==> src/rtl/int_ctrl.sv <==
// Machine-mode trap controller for core0: arbitrates ECALL/EBREAK, external,
// software and timer interrupts, sequences the trap CSR writes and handles MRET.
module int_ctrl #(
    parameter int unsigned NUM_EXT_IRQ = 4,
    parameter bit          VECTORED_EN = 1'b1
) (
    input  logic                   clk,
    input  logic                   rst_n,
    input  logic                   timer_int_i,
    input  logic                   soft_int_i,
    input  logic [NUM_EXT_IRQ-1:0] ext_irq_i,
    input  logic [31:0]            id_inst_i,
    input  logic [31:0]            id_pc_i,
    input  logic                   id_jump_flag_i,
    input  logic [31:0]            id_jump_pc_i,
    input  logic                   ex_branch_flag_i,
    input  logic [31:0]            ex_branch_pc_i,
    input  logic [31:0]            mstatus_i,
    input  logic [31:0]            mie_i,
    input  logic [31:0]            mtvec_i,
    input  logic [31:0]            mepc_i,
    output logic [11:0]            cl_csr_waddr_o,
    output logic [31:0]            cl_csr_wdata_o,
    output logic                   cl_csr_we_o,
    output logic                   cl_int_o,
    output logic [31:0]            cl_addr_o,
    output logic                   cl_stall_o,
    output logic [NUM_EXT_IRQ-1:0] ext_claim_o,
    output logic [31:0]            mip_o
);

    localparam logic [31:0] INST_ECALL  = 32'h0000_0073;
    localparam logic [31:0] INST_EBREAK = 32'h0010_0073;
    localparam logic [31:0] INST_MRET   = 32'h3020_0073;

    localparam logic [11:0] CSR_MSTATUS = 12'h300;
    localparam logic [11:0] CSR_MEPC    = 12'h341;
    localparam logic [11:0] CSR_MCAUSE  = 12'h342;

    typedef enum logic [2:0] {
        S_IDLE,
        S_MEPC,
        S_MCAUSE,
        S_MSTATUS,
        S_MRET
    } state_t;

    state_t                 state;
    logic [31:0]            cause_q;
    logic [31:0]            epc_q;
    logic [NUM_EXT_IRQ-1:0] claim_q;

    logic                   busy;
    logic                   is_sync;
    logic                   soft_en;
    logic                   timer_en;
    logic [NUM_EXT_IRQ-1:0] ext_en;
    logic [NUM_EXT_IRQ-1:0] ext_onehot;
    logic                   ext_hit;
    logic [3:0]             ext_idx;
    logic                   take_trap;
    logic                   take_asyn;
    logic                   take_ret;
    logic                   decision_valid;
    logic [31:0]            dec_cause;
    logic [31:0]            dec_epc;
    logic [31:0]            tvec_base;
    logic [31:0]            handler;
    logic [31:0]            trap_mstatus;
    logic [31:0]            ret_mstatus;
    logic                   unused_mie;

    assign unused_mie = ^mie_i;

    assign busy     = (state != S_IDLE) | cl_int_o;
    assign is_sync  = (id_inst_i == INST_ECALL) | (id_inst_i == INST_EBREAK);
    assign soft_en  = soft_int_i & mie_i[3];
    assign timer_en = timer_int_i & mie_i[7];

    // Lowest-numbered enabled external source wins.
    always_comb begin
        ext_en     = ext_irq_i & mie_i[16 +: NUM_EXT_IRQ];
        ext_hit    = 1'b0;
        ext_idx    = '0;
        ext_onehot = '0;
        for (int unsigned i = 0; i < NUM_EXT_IRQ; i++) begin
            if (ext_en[i] && !ext_hit) begin
                ext_hit       = 1'b1;
                ext_idx       = i[3:0];
                ext_onehot[i] = 1'b1;
            end
        end
    end

    always_comb begin
        take_trap = 1'b0;
        take_asyn = 1'b0;
        take_ret  = 1'b0;
        dec_cause = '0;
        dec_epc   = '0;
        if (!busy) begin
            if (is_sync && !ex_branch_flag_i) begin
                take_trap = 1'b1;
                dec_cause = (id_inst_i == INST_ECALL) ? 32'd11 : 32'd3;
                dec_epc   = id_pc_i;
            end else if (mstatus_i[3] && (ext_hit || soft_en || timer_en)) begin
                take_trap = 1'b1;
                take_asyn = 1'b1;
                if (ext_hit)
                    dec_cause = {1'b1, 26'd0, 1'b1, ext_idx};
                else if (soft_en)
                    dec_cause = 32'h8000_0003;
                else
                    dec_cause = 32'h8000_0007;
                if (ex_branch_flag_i)
                    dec_epc = ex_branch_pc_i;
                else if (id_jump_flag_i)
                    dec_epc = id_jump_pc_i;
                else
                    dec_epc = id_pc_i;
            end else if (id_inst_i == INST_MRET) begin
                take_ret = 1'b1;
            end
        end
    end

    assign decision_valid = take_trap | take_ret;
    assign cl_stall_o     = decision_valid | busy;

    assign tvec_base = {mtvec_i[31:2], 2'b00};
    assign handler   = (VECTORED_EN && (mtvec_i[1:0] == 2'b01) && cause_q[31])
                       ? tvec_base + {25'd0, cause_q[4:0], 2'b00}
                       : tvec_base;

    always_comb begin
        trap_mstatus        = mstatus_i;
        trap_mstatus[7]     = mstatus_i[3];
        trap_mstatus[3]     = 1'b0;
        trap_mstatus[12:11] = 2'b11;
        ret_mstatus         = mstatus_i;
        ret_mstatus[3]      = mstatus_i[7];
        ret_mstatus[7]      = 1'b1;
    end

    always_comb begin
        mip_o                    = '0;
        mip_o[3]                 = soft_int_i;
        mip_o[7]                 = timer_int_i;
        mip_o[16 +: NUM_EXT_IRQ] = ext_irq_i;
    end

    always_ff @(posedge clk) begin
        if (!rst_n) begin
            state          <= S_IDLE;
            cause_q        <= '0;
            epc_q          <= '0;
            claim_q        <= '0;
            cl_csr_we_o    <= 1'b0;
            cl_csr_waddr_o <= '0;
            cl_csr_wdata_o <= '0;
            cl_int_o       <= 1'b0;
            cl_addr_o      <= '0;
            ext_claim_o    <= '0;
        end else begin
            cl_csr_we_o    <= 1'b0;
            cl_csr_waddr_o <= '0;
            cl_csr_wdata_o <= '0;
            cl_int_o       <= 1'b0;
            cl_addr_o      <= '0;
            ext_claim_o    <= '0;
            case (state)
                S_IDLE: begin
                    if (take_trap) begin
                        state   <= S_MEPC;
                        cause_q <= dec_cause;
                        epc_q   <= dec_epc;
                        claim_q <= take_asyn ? ext_onehot : '0;
                    end else if (take_ret) begin
                        state <= S_MRET;
                    end
                end
                S_MEPC: begin
                    cl_csr_we_o    <= 1'b1;
                    cl_csr_waddr_o <= CSR_MEPC;
                    cl_csr_wdata_o <= epc_q;
                    state          <= S_MCAUSE;
                end
                S_MCAUSE: begin
                    cl_csr_we_o    <= 1'b1;
                    cl_csr_waddr_o <= CSR_MCAUSE;
                    cl_csr_wdata_o <= cause_q;
                    ext_claim_o    <= claim_q;
                    state          <= S_MSTATUS;
                end
                S_MSTATUS: begin
                    cl_csr_we_o    <= 1'b1;
                    cl_csr_waddr_o <= CSR_MSTATUS;
                    cl_csr_wdata_o <= trap_mstatus;
                    cl_int_o       <= 1'b1;
                    cl_addr_o      <= handler;
                    state          <= S_IDLE;
                end
                S_MRET: begin
                    cl_csr_we_o    <= 1'b1;
                    cl_csr_waddr_o <= CSR_MSTATUS;
                    cl_csr_wdata_o <= ret_mstatus;
                    cl_int_o       <= 1'b1;
                    cl_addr_o      <= mepc_i;
                    state          <= S_IDLE;
                end
                default: state <= S_IDLE;
            endcase
        end
    end

endmodule

==> config.mk <==
export PLATFORM = sky130hd
export DESIGN_NAME = int_ctrl
export DESIGN_NICKNAME = d
export VERILOG_FILES = /design/src/rtl/int_ctrl.sv
export SDC_FILE = /design/constraint.sdc
export NUM_CORES = 1
export LEC_CHECK = 0
export ABC_AREA = 1
export ABC_CLOCK_PERIOD_IN_PS = 2600
export BUFFER_PORTS_ARGS = -buffer_cell sky130_fd_sc_hd__buf_2
export CORE_AREA = 2 2 146 148
export CTS_CLUSTER_SIZE = 10
export DETAILED_ROUTE_END_ITERATION = 7
export DIE_AREA = 0 0 148 150
export PLACE_DENSITY = 0.66
export SYNTH_ARGS = -nofsm -noshare
export SYNTH_HDL_FRONTEND = slang
export SYNTH_SLANG_ARGS = --single-unit
==> constraint.sdc <==
create_clock -name clk -period 2.6 [get_ports clk]
set_input_delay 0.39 -clock clk [delete_from_list [all_inputs] [get_ports clk]]
set_output_delay 0.39 -clock clk [all_outputs]
set_load 0.1 [all_outputs]
==> flow_summary.json <==
{
  "status": "complete, no violations",
  "place_congestion": 0.930,
  "start_util_pct": 33.0,
  "drv_cap": 0,
  "clk_path_buf_depth": 2,
  "n_antenna_cell": 0,
  "die_w_um": 148,
  "clock_latency_ns": 0.42,
  "cp-start-kind": "register",
  "syn_inst": 987,
  "hp-class": "primary input to register",
  "clkSinkCount": 119,
  "relSlewSlack_pct": 53.9,
  "htree_levels": 4,
  "coreArea_um2": 20700,
  "routedWlPerCell_um": 14.7,
  "chipHeight_um": 150,
  "grt_max_degree": 47,
  "fillers": 2205,
  "final-hold-violation-count": 0,
  "cts_buffers": 17,
  "hold_buffers": 0,
  "cp_max_fo": 3,
  "drv_slew": 0,
  "remaining_drc_errors": 0,
  "drive_gt1_share_pct": 31.1,
  "async_flop_share_pct": 0,
  "rsz0062_at_grt": "no",
  "final.setup_skew_ns": 0.0137,
  "yosys-top-cells-area": "dfxtp_1, nand2_1, nor2_1",
  "period_minus_slack_ns": 2.41,
  "io_buffers": 321,
  "required_ns": 2.21,
  "area_growth_pct": 34.3,
  "synth_edf_count": 0,
  "grt_overflow": 0,
  "grt_first_pass_wirelength_um": 35300,
  "num_io_pins": 381,
  "first_pass_iters": 5,
  "setup_viol": 0,
  "drt_wl_total_um": 23200,
  "clock.fmax_ghz": 0.416,
  "num_vias": 7360,
  "clkTransAtPathRegs_ns": 0.06,
  "total_power_mw": 5.80,
  "finalHoldWorstSlack_ns": 0.186,
  "ys.flop_type": "dfxtp_1",
  "instances_no_fill": 1579,
  "critPathArrivalTime_ns": 2.02,
  "root_buffer": "clkbuf_16",
  "yosysWarnings": 0,
  "irDropWorstVdd_mv": 0.384,
  "fin_ws_ns": 0.194,
  "dpl.hpwl_um": 18000,
  "ys_types": 41,
  "synth_seq_cells": 119,
  "final_util_pct": 44.3,
  "period_share_pct": 92.5,
  "synth_top_area_cell": "dfxtp_1",
  "ys_seq_area_share_pct": 34.9,
  "postSynthAreaPerCell_um2": 6.91,
  "nNetsFinal": 1563,
  "cts_setup_buffers": 0,
  "endpoint_kind": "output port",
  "final_cell_area_um2": 9160,
  "antenna_found_initial": 0,
  "synth_top_area_share_pct": 34.9,
  "power_density_nw_per_um2": 633,
  "regToRegSetupSlack_ns": 0.45,
  "power.leakage_nw": 4.55,
  "dp_slack_ns": 0.292,
  "viasPerCell": 4.66,
  "dieArea_um2": 22200,
  "place_area_um2": 8540,
  "critical_path_class": "register to output port",
  "grt_use_total_pct": 20.4,
  "tightest_slew_ns": 0.688,
  "dp_cells": 1547,
  "setup_tns_ns": 0,
  "synthesis.area_um2": 6820,
  "ant_nets": 0,
  "cts_tree": "yes",
  "rows": 53,
  "first_global_vias": 7128,
  "dr.first_iter.drc_count": 258
}
[per-layer routing]
metal  GRT usage, %  up-vias  wire length (um)
met5              0        -                 0
met4           6.38        0               433
met2           36.8      290             11500
met1           23.5     3287              9480
met3           5.34       28              1770
li1               -     3755                 -
[cell families after synthesis]
| family | count (synthesis) | synth area share, % |
|---|---|---|
| and+or+nand+nor | 515 | 30.8 |
| buffers and inverters | 144 | 11.2 |
| AOI/OAI and AO/OA | 135 | 11.4 |
| DFF | 119 | 34.9 |
| muxes | 64 | 9.98 |
| adders and majority gates | 6 | 1.21 |
| xor gates and xnor gates | 3 | 0.385 |
| other | 1 | 0.0550 |
[worst max-delay path, stage by stage (launching register included)]
cell and delay [ns]:
dfxtp_1 0.35, nor2_1 0.10, inv_1 0.06, nor2_1 0.16, nand2_1 0.16, nor4_2 0.24
nand2_1 0.14, nand4_1 0.16, buf_8 0.22
[final timing paths]
kind / from / endpoint / depth (start not counted)
min: mepc_i[1] / cl_addr_o[1]$_SDFF_PN0_ / 3
min reg2reg: claim_q[3]$_SDFFE_PN0P_ / ext_claim_o[3]$_SDFF_PN0_ / 2
max reg2reg: cause_q[3]$_SDFFE_PN0P_ / cl_addr_o[17]$_SDFF_PN0_ / 9
max: state[1]$_SDFFE_PN0P_ / cl_stall_o / 8
[what timing repair did]
action | CTS | global route
pin swaps | 0 | 0
gates resized for setup | 1 | 3
setup endpoints to repair | 1 | 1
gates cloned | 0 | 0
[area by class of cell]
cell class	instances	area, um^2	area share (%)
multi-input combinational	756	3810	41.6
sequential	119	2380	26.0
timing repair buffer	339	1800	19.7
clock buffer	18	439	4.79
tap	275	344	3.75
inverter	58	218	2.38
clock inverter	14	164	1.79
[layout by cell type (no fill, tap or decap), drive strengths merged]
cell | netlist | layout
a31oi | 7 | 7
o211ai | 2 | 2
nand2 | 240 | 240
a21oi | 44 | 44
a221oi | 1 | 1
a21boi | 1 | 1
nand4 | 16 | 16
o21bai | 7 | 7
fa | 1 | 1
nand3b | 4 | 4
dfxtp | 119 | 119
clkinvlp | 0 | 3
mux2i | 32 | 32
nor4 | 1 | 1
bufinv | 0 | 2
inv | 58 | 64
xnor2 | 2 | 2
nor3b | 1 | 1
o21ai | 48 | 48
buf | 64 | 339
mux2 | 32 | 32
ha | 5 | 5
nor2 | 192 | 192
a22oi | 24 | 24
nor3 | 4 | 4
or2 | 4 | 4
clkinv | 0 | 3
and2b | 1 | 1
xor2 | 1 | 1
o41ai | 1 | 1
conb | 1 | 33
clkbuf | 22 | 18
and2 | 4 | 4
nand3 | 48 | 48
[state kept, by name, summed over array words and instances (netlist names)]
signal          flops
cl_csr_waddr_o      4
cl_csr_wdata_o     32
cause_q             6
claim_q             4
cl_addr_o          32
ext_claim_o         4
cl_csr_we_o         1
state               3
epc_q              32
cl_int_o            1
[Yosys cell counts, types with 2 or more instances]
cell / count
o211ai_1: 2
nand2_2: 4
ha_1: 5
a22oi_1: 24
o21ai_1: 14
or2_2: 3
o21ai_0: 34
nand3_2: 2
nand4_1: 16
o21bai_1: 7
mux2i_1: 32
dfxtp_1: 119
nand3b_1: 4
nand2_1: 236
a31oi_1: 7
buf_4: 42
xnor2_1: 2
mux2_2: 18
buf_2: 16
nor2_1: 192
nand3_1: 46
and2_1: 2
mux2_1: 14
a21oi_1: 43
buf_6: 6
nor3_1: 4
and2_0: 2
inv_1: 57
clkbuf_1: 22
[power breakdown]
group / leakage (nW) / total [mW] / switching, mW / internal (mW)
Combinational: 3.29 / 1.41 / 1.00 / 0.402
Sequential: 0.968 / 1.99 / 0.0576 / 1.93
Clock: 0.286 / 2.41 / 0.946 / 1.46
Note: power is estimated with default switching activity, not from simulation.
